### config.mk
export PLATFORM = sky130hd
export DESIGN_NAME = quiz_arbiter
export DESIGN_NICKNAME = d
export VERILOG_FILES = /design/src/rtl/quiz_arbiter.sv
export SDC_FILE = /design/constraint.sdc
export NUM_CORES = 1
export LEC_CHECK = 0
export ABC_CLOCK_PERIOD_IN_PS = 8130
export CAP_MARGIN = 10
export CORE_MARGIN = 4
export CORE_UTILIZATION = 30
export CTS_CLUSTER_SIZE = 16
export DETAILED_ROUTE_END_ITERATION = 12
export PLACE_DENSITY_LB_ADDON = 0.15
export SLEW_MARGIN = 20
export SYNTH_ARGS = -nofsm -noshare
export SYNTH_HDL_FRONTEND = slang
export SYNTH_SLANG_ARGS = --single-unit
### constraint.sdc
create_clock -name clk -period 8.13 [get_ports clk]
set_input_delay 2.0325 -clock clk [delete_from_list [all_inputs] [get_ports clk]]
set_output_delay 2.0325 -clock clk [all_outputs]
set_load 0.01 [all_outputs]
### src/rtl/quiz_arbiter.sv
// Quiz-show buzz-in arbiter: synchronized host/player keys, BCD countdown,
// first-key lockout with winner display and a timed buzzer pulse.
module quiz_arbiter #(
  parameter int TICK_DIV  = 50_000_000,
  parameter int COUNT_SEC = 30,
  parameter int BEEP_CYC  = 25_000_000
) (
  input  logic       clk,
  input  logic       rst,
  input  logic       start,
  input  logic       clear,
  input  logic [7:0] key,
  output logic [3:0] winner_bin,
  output logic [3:0] cnt_tens,
  output logic [3:0] cnt_ones,
  output logic       buzzer,
  output logic [1:0] state_o
);

  // state   | meaning
  // IDLE    | waiting for host start, countdown shows COUNT_SEC
  // RUN     | countdown running, first player key wins
  // LOCK    | a player won, countdown frozen, winner shown
  // TIMEOUT | countdown reached 00 with no player key

  typedef enum logic [1:0] {
    IDLE    = 2'd0,
    RUN     = 2'd1,
    LOCK    = 2'd2,
    TIMEOUT = 2'd3
  } state_t;

  localparam int TW = (TICK_DIV > 2) ? $clog2(TICK_DIV) : 1;
  localparam int BW = $clog2(BEEP_CYC + 1);
  localparam logic [TW-1:0] TICK_LAST = TW'(TICK_DIV - 1);
  localparam logic [BW-1:0] BEEP_LEN  = BW'(BEEP_CYC);
  localparam logic [3:0]    INIT_TENS = 4'(COUNT_SEC / 10);
  localparam logic [3:0]    INIT_ONES = 4'(COUNT_SEC % 10);

  logic       start_m, start_s, start_d;
  logic       clear_m, clear_s;
  logic [7:0] key_m, key_s;

  state_t        state, state_nx;
  logic [TW-1:0] tick_cnt, tick_nx;
  logic [BW-1:0] beep_cnt, beep_nx;
  logic [3:0]    tens_nx, ones_nx, win_nx, key_winner;
  logic          buzz_nx;
  logic          start_rise, key_any, tick_end, last_sec;

  always_ff @(posedge clk or posedge rst) begin
    if (rst) begin
      start_m <= 1'b0;
      start_s <= 1'b0;
      start_d <= 1'b0;
      clear_m <= 1'b0;
      clear_s <= 1'b0;
      key_m   <= 8'h00;
      key_s   <= 8'h00;
    end else begin
      start_m <= start;
      start_s <= start_m;
      start_d <= start_s;
      clear_m <= clear;
      clear_s <= clear_m;
      key_m   <= key;
      key_s   <= key_m;
    end
  end

  assign start_rise = start_s & ~start_d;
  assign key_any    = |key_s;
  assign tick_end   = (tick_cnt == TICK_LAST);
  assign last_sec   = (cnt_tens == 4'd0) && (cnt_ones == 4'd1);

  // Lowest-numbered pressed key wins a simultaneous press.
  always_comb begin
    key_winner = 4'd0;
    for (int i = 7; i >= 0; i--) begin
      if (key_s[i]) key_winner = 4'(i + 1);
    end
  end

  always_comb begin
    state_nx = state;
    tens_nx  = cnt_tens;
    ones_nx  = cnt_ones;
    tick_nx  = tick_cnt;
    win_nx   = winner_bin;
    beep_nx  = (beep_cnt != '0) ? beep_cnt - 1'b1 : beep_cnt;
    buzz_nx  = (beep_cnt != '0);
    if (clear_s) begin
      state_nx = IDLE;
      tens_nx  = INIT_TENS;
      ones_nx  = INIT_ONES;
      tick_nx  = '0;
      win_nx   = 4'hF;
      beep_nx  = '0;
      buzz_nx  = 1'b0;
    end else begin
      case (state)
        IDLE: begin
          if (start_rise) begin
            state_nx = RUN;
            tens_nx  = INIT_TENS;
            ones_nx  = INIT_ONES;
            tick_nx  = '0;
          end
        end
        RUN: begin
          // A key on the final-tick cycle wins; the countdown stays at 01.
          if (key_any) begin
            state_nx = LOCK;
            win_nx   = key_winner;
            beep_nx  = BEEP_LEN;
          end else if (tick_end) begin
            tick_nx = '0;
            if (last_sec) begin
              ones_nx  = 4'd0;
              state_nx = TIMEOUT;
              beep_nx  = BEEP_LEN;
            end else if (cnt_ones == 4'd0) begin
              ones_nx = 4'd9;
              tens_nx = cnt_tens - 4'd1;
            end else begin
              ones_nx = cnt_ones - 4'd1;
            end
          end else begin
            tick_nx = tick_cnt + 1'b1;
          end
        end
        LOCK, TIMEOUT: ;
      endcase
    end
  end

  always_ff @(posedge clk or posedge rst) begin
    if (rst) begin
      state      <= IDLE;
      cnt_tens   <= INIT_TENS;
      cnt_ones   <= INIT_ONES;
      tick_cnt   <= '0;
      winner_bin <= 4'hF;
      beep_cnt   <= '0;
      buzzer     <= 1'b0;
    end else begin
      state      <= state_nx;
      cnt_tens   <= tens_nx;
      cnt_ones   <= ones_nx;
      tick_cnt   <= tick_nx;
      winner_bin <= win_nx;
      beep_cnt   <= beep_nx;
      buzzer     <= buzz_nx;
    end
  end

  assign state_o = state;

endmodule

==> flow_metrics.env <==
export IMPL_ctsResizeCount=0
export IMPL_r2r_start="clear_s"
export IMPL_timing_setup_tns_ps=0
export IMPL_grt_pass1_vias=3395
export IMPL_fin_skew_ps=7.852
export IMPL_hold_start="key_m[4]"
export IMPL_status="finished, final reports clean"
export IMPL_synthArstFlopShare_pct=100.0
export IMPL_die_area_sq_um=16400
export IMPL_grt_antenna_before_repair=0
export IMPL_ys_seq_elements=87
export IMPL_start_kind="register"
export IMPL_die_y_microns=128.1
export IMPL_drt_initial_drc_count=149
export IMPL_h_tree_depth=3
export IMPL_crit_buf_inv=1
export IMPL_dp_cells=616
export IMPL_yosysSeqAreaShare_pct=50.51
export IMPL_drive_gt1_share_pct=9.513
export IMPL_ioPinCount=27
export IMPL_start_util_pct=30.92
export IMPL_leakage_uw=0.002003
export IMPL_path_delay_family="flip-flops"
export IMPL_muxShareOfSynthArea_pct=0.9257
export IMPL_fin_cells=632
export IMPL_grt_usage_pct=13.40
export IMPL_gp_congestion=0.7511
export IMPL_ys_warn_count=0
export IMPL_syn_area_per_cell_sq_um=10.11
export IMPL_io_buffers=26
export IMPL_rows=43
export IMPL_cts_tree="done"
export IMPL_synth_cells=428
export IMPL_synth_ff_type="dfrtp_1"
export IMPL_syn_nets=444
export IMPL_grt_first_pass_wirelength_microns=17540
export IMPL_cp_slowest_cell="dfstp_2"
export IMPL_synth_area_leader_cell="dfrtp_1"
export IMPL_cp_required_ps=6100
export IMPL_tightest_slew_ps=947.6
export IMPL_final_net_count=463
export IMPL_synth_edf_count=0
export IMPL_synth_xor_area_share_pct=6.480
export IMPL_clock_latency_ps=350
export IMPL_ff2ff_path_depth=5
export IMPL_fmax_ghz=0.2884
export IMPL_synth_top_family_by_area="simple AND/OR/NAND/NOR gates"
export IMPL_cp_cell_sequence="clkdlybuf4s50_1"
export IMPL_drc_errors=0
export IMPL_holdBufCountCts=0
export IMPL_post_drt_wl_per_cell_microns=16.02
export IMPL_numCtsBuffers=9
export IMPL_synth_fa_ha_area_share_pct=1.157
export IMPL_synthTopCellsByArea="dfrtp_1 (47%), xnor2_1 (4.3%), dfstp_2 (3.6%), nor2_1 (3.6%), a21oi_1 (2.4%)"
export IMPL_hold_viol=0
export IMPL_synth_compound_area_share_pct=12.99
export IMPL_hold_path_class="register to register"
export IMPL_grt_max_degree=52
export IMPL_min_period_ps=3467
export IMPL_critical_path_class="register to output port"
export IMPL_dr_total_vias=3343
export IMPL_cp_max_fo=2
export IMPL_post_cts_setup_buffers=0
export IMPL_ant_nets=0
export IMPL_relSlewSlack_pct=36.76
export IMPL_drv_slew=0
export IMPL_fillers=1407
export IMPL_die_w_microns=128.1
export IMPL_core_sq_um=13990
export IMPL_reg2reg_slack_ps=5090
export IMPL_finalSetupViolations=0
export IMPL_gr_total_overflow=0
export IMPL_path_clk_slew_ps=70
export IMPL_dp_final_hpwl_microns=7135
export IMPL_synth_top_area_share_pct=46.86
export IMPL_fin_crit_sh_pct=42.65
export IMPL_holdWs_ps=350.2
export IMPL_hold_end="key_s[4]"
export IMPL_num_antenna_cells=0
export IMPL_synth_cell_types=57
export IMPL_maxCapViolations=0
export IMPL_area_delta_synth_final_pct=17.18
export IMPL_whs_path_depth=0
export IMPL_first_pass_iters=4
export IMPL_cts_buffer_depth=2
export IMPL_clock_sinks=87
export IMPL_drt_total_wl_microns=10120
export IMPL_rsz0062_at_grt="false"
export IMPL_cp_end_kind="output port"
export IMPL_power_density_nw_per_um2=252.1
export IMPL_clockRootBuffer="clkbuf_16"
export IMPL_max_stage_delay_ps=550
export IMPL_cp_arrival_ps=1430
export IMPL_ir_drop_v=0.0001127
export IMPL_r2r_end="tick_cnt[25]"
export IMPL_viasPerCell=5.290
export IMPL_synth_area_sq_um=4325
export IMPL_synthSimpleGateAreaFrac_pct=24.56
-- layout make-up --
class                   instances  area (sq um)  share of cell area [%]
multi-input cells             307          2001                   39.47
inverters                      11         42.54                  0.8393
clock inverters                 7         92.59                   1.827
well taps                     180         225.2                   4.443
repair buffers                 31         297.8                   5.875
flip-flops and latches         87          2185                   43.10
clock buffers                   9         225.2                   4.443
-- kinds of logic (layout without fill, tap and decap cells) --
family,count (synthesis),after routing
and+or+nand+nor,180,180
AOI/OAI and AO/OA,87,87
DFF,87,87
buffers and inverters,34,58
xor gates and xnor gates,32,32
adders and majority gates,4,4
muxes,4,4
-- placed cells by master (no fill, tap or decap), drive strengths merged, types with 5 or more instances in the layout --
cell           synthesis  layout
or3                    6       6
or4                    9       9
nand3                 15      15
nor3                  15      15
nor4b                  7       7
a211oi                 8       8
clkdlybuf4s50          0      26
nor2                  41      41
dfstp                  6       6
nor4                  18      18
and4                   7       7
xnor2                 21      21
buf                    5       5
xor2                  11      11
o21ai                 26      26
and3                   5       5
a21oi                 22      22
inv                   11      15
nand4                 13      13
nand2                 24      24
o211ai                 5       5
o31ai                  6       6
dfrtp                 81      81
clkbuf                18       9
-- worst reg2reg max path, stage by stage, from the launching register on --
cell	delay [ps]
dfrtp_1	820
or3b_1	560
a21oi_2	260
or3_1	590
or4_1	560
a21oi_1	150
-- worst max path at each step --
stage	cells past startpoint	endpoint	startpoint
6_report	1	winner_bin[2]	winner_bin[2]
4_1_cts	1	winner_bin[2]	winner_bin[2]
2_1_floorplan	1	beep_cnt[0]	rst
5_1_grt	1	winner_bin[3]	winner_bin[3]
3_5_place_dp	3	key_m[4]	rst
3_3_place_gp	3	key_m[4]	rst
-- stage by stage --
step / util, % / instance area (sq um) / setup WS [ps] / total power, uW
after detailed placement: 33.94 / 4747 / 4490 / 842.6
after floorplan: - / 4325 / 3857 / 775.7
after global routing: 36.23 / 5069 / 4602 / 1358
final: 36.23 / 5069 / 4663 / 1278
after CTS: 36.21 / 5065 / 4641 / 1295
after global placement: 33.94 / 4747 / 4483 / 842.5
-- state kept, by name, indices dropped and copies added (netlist names), 2 cells and up --
signal,flops
key_m,8
tick_cnt,26
key_s,8
winner_bin,4
beep_cnt,25
cnt_tens,4
cnt_ones,4
state_o,2
-- cells in the mapped netlist, types with 6 or more instances --
cell type and instances:
and4_1 7, clkbuf_1 18, o21ai_0 16, nand3_1 15, nor4_1 15, nor2_1 41
or4_1 7, dfstp_2 6, xnor2_1 21, or3_1 6, o21ai_1 10, o31ai_1 6
nand4_1 13, nor3_1 15, a211oi_1 6, xor2_1 11, inv_1 11, a21oi_1 21
nor4b_1 6, dfrtp_1 81, nand2_1 24
-- power breakdown --
part	internal, uW	total, uW	switching [uW]
logic	125	300	175
clock network	248	443	194
registers	481	535	53.3
total	855	1280	423
-- layer usage --
layer	track usage [%]	wire (microns)	vias to the layer above
li1	-	-	1622
met1	17.12	4721	1664
met2	21.75	4861	53
met3	4.125	444	4
met4	4.245	96	0
met5	0	0	-
(Power assumes the default switching activity.)
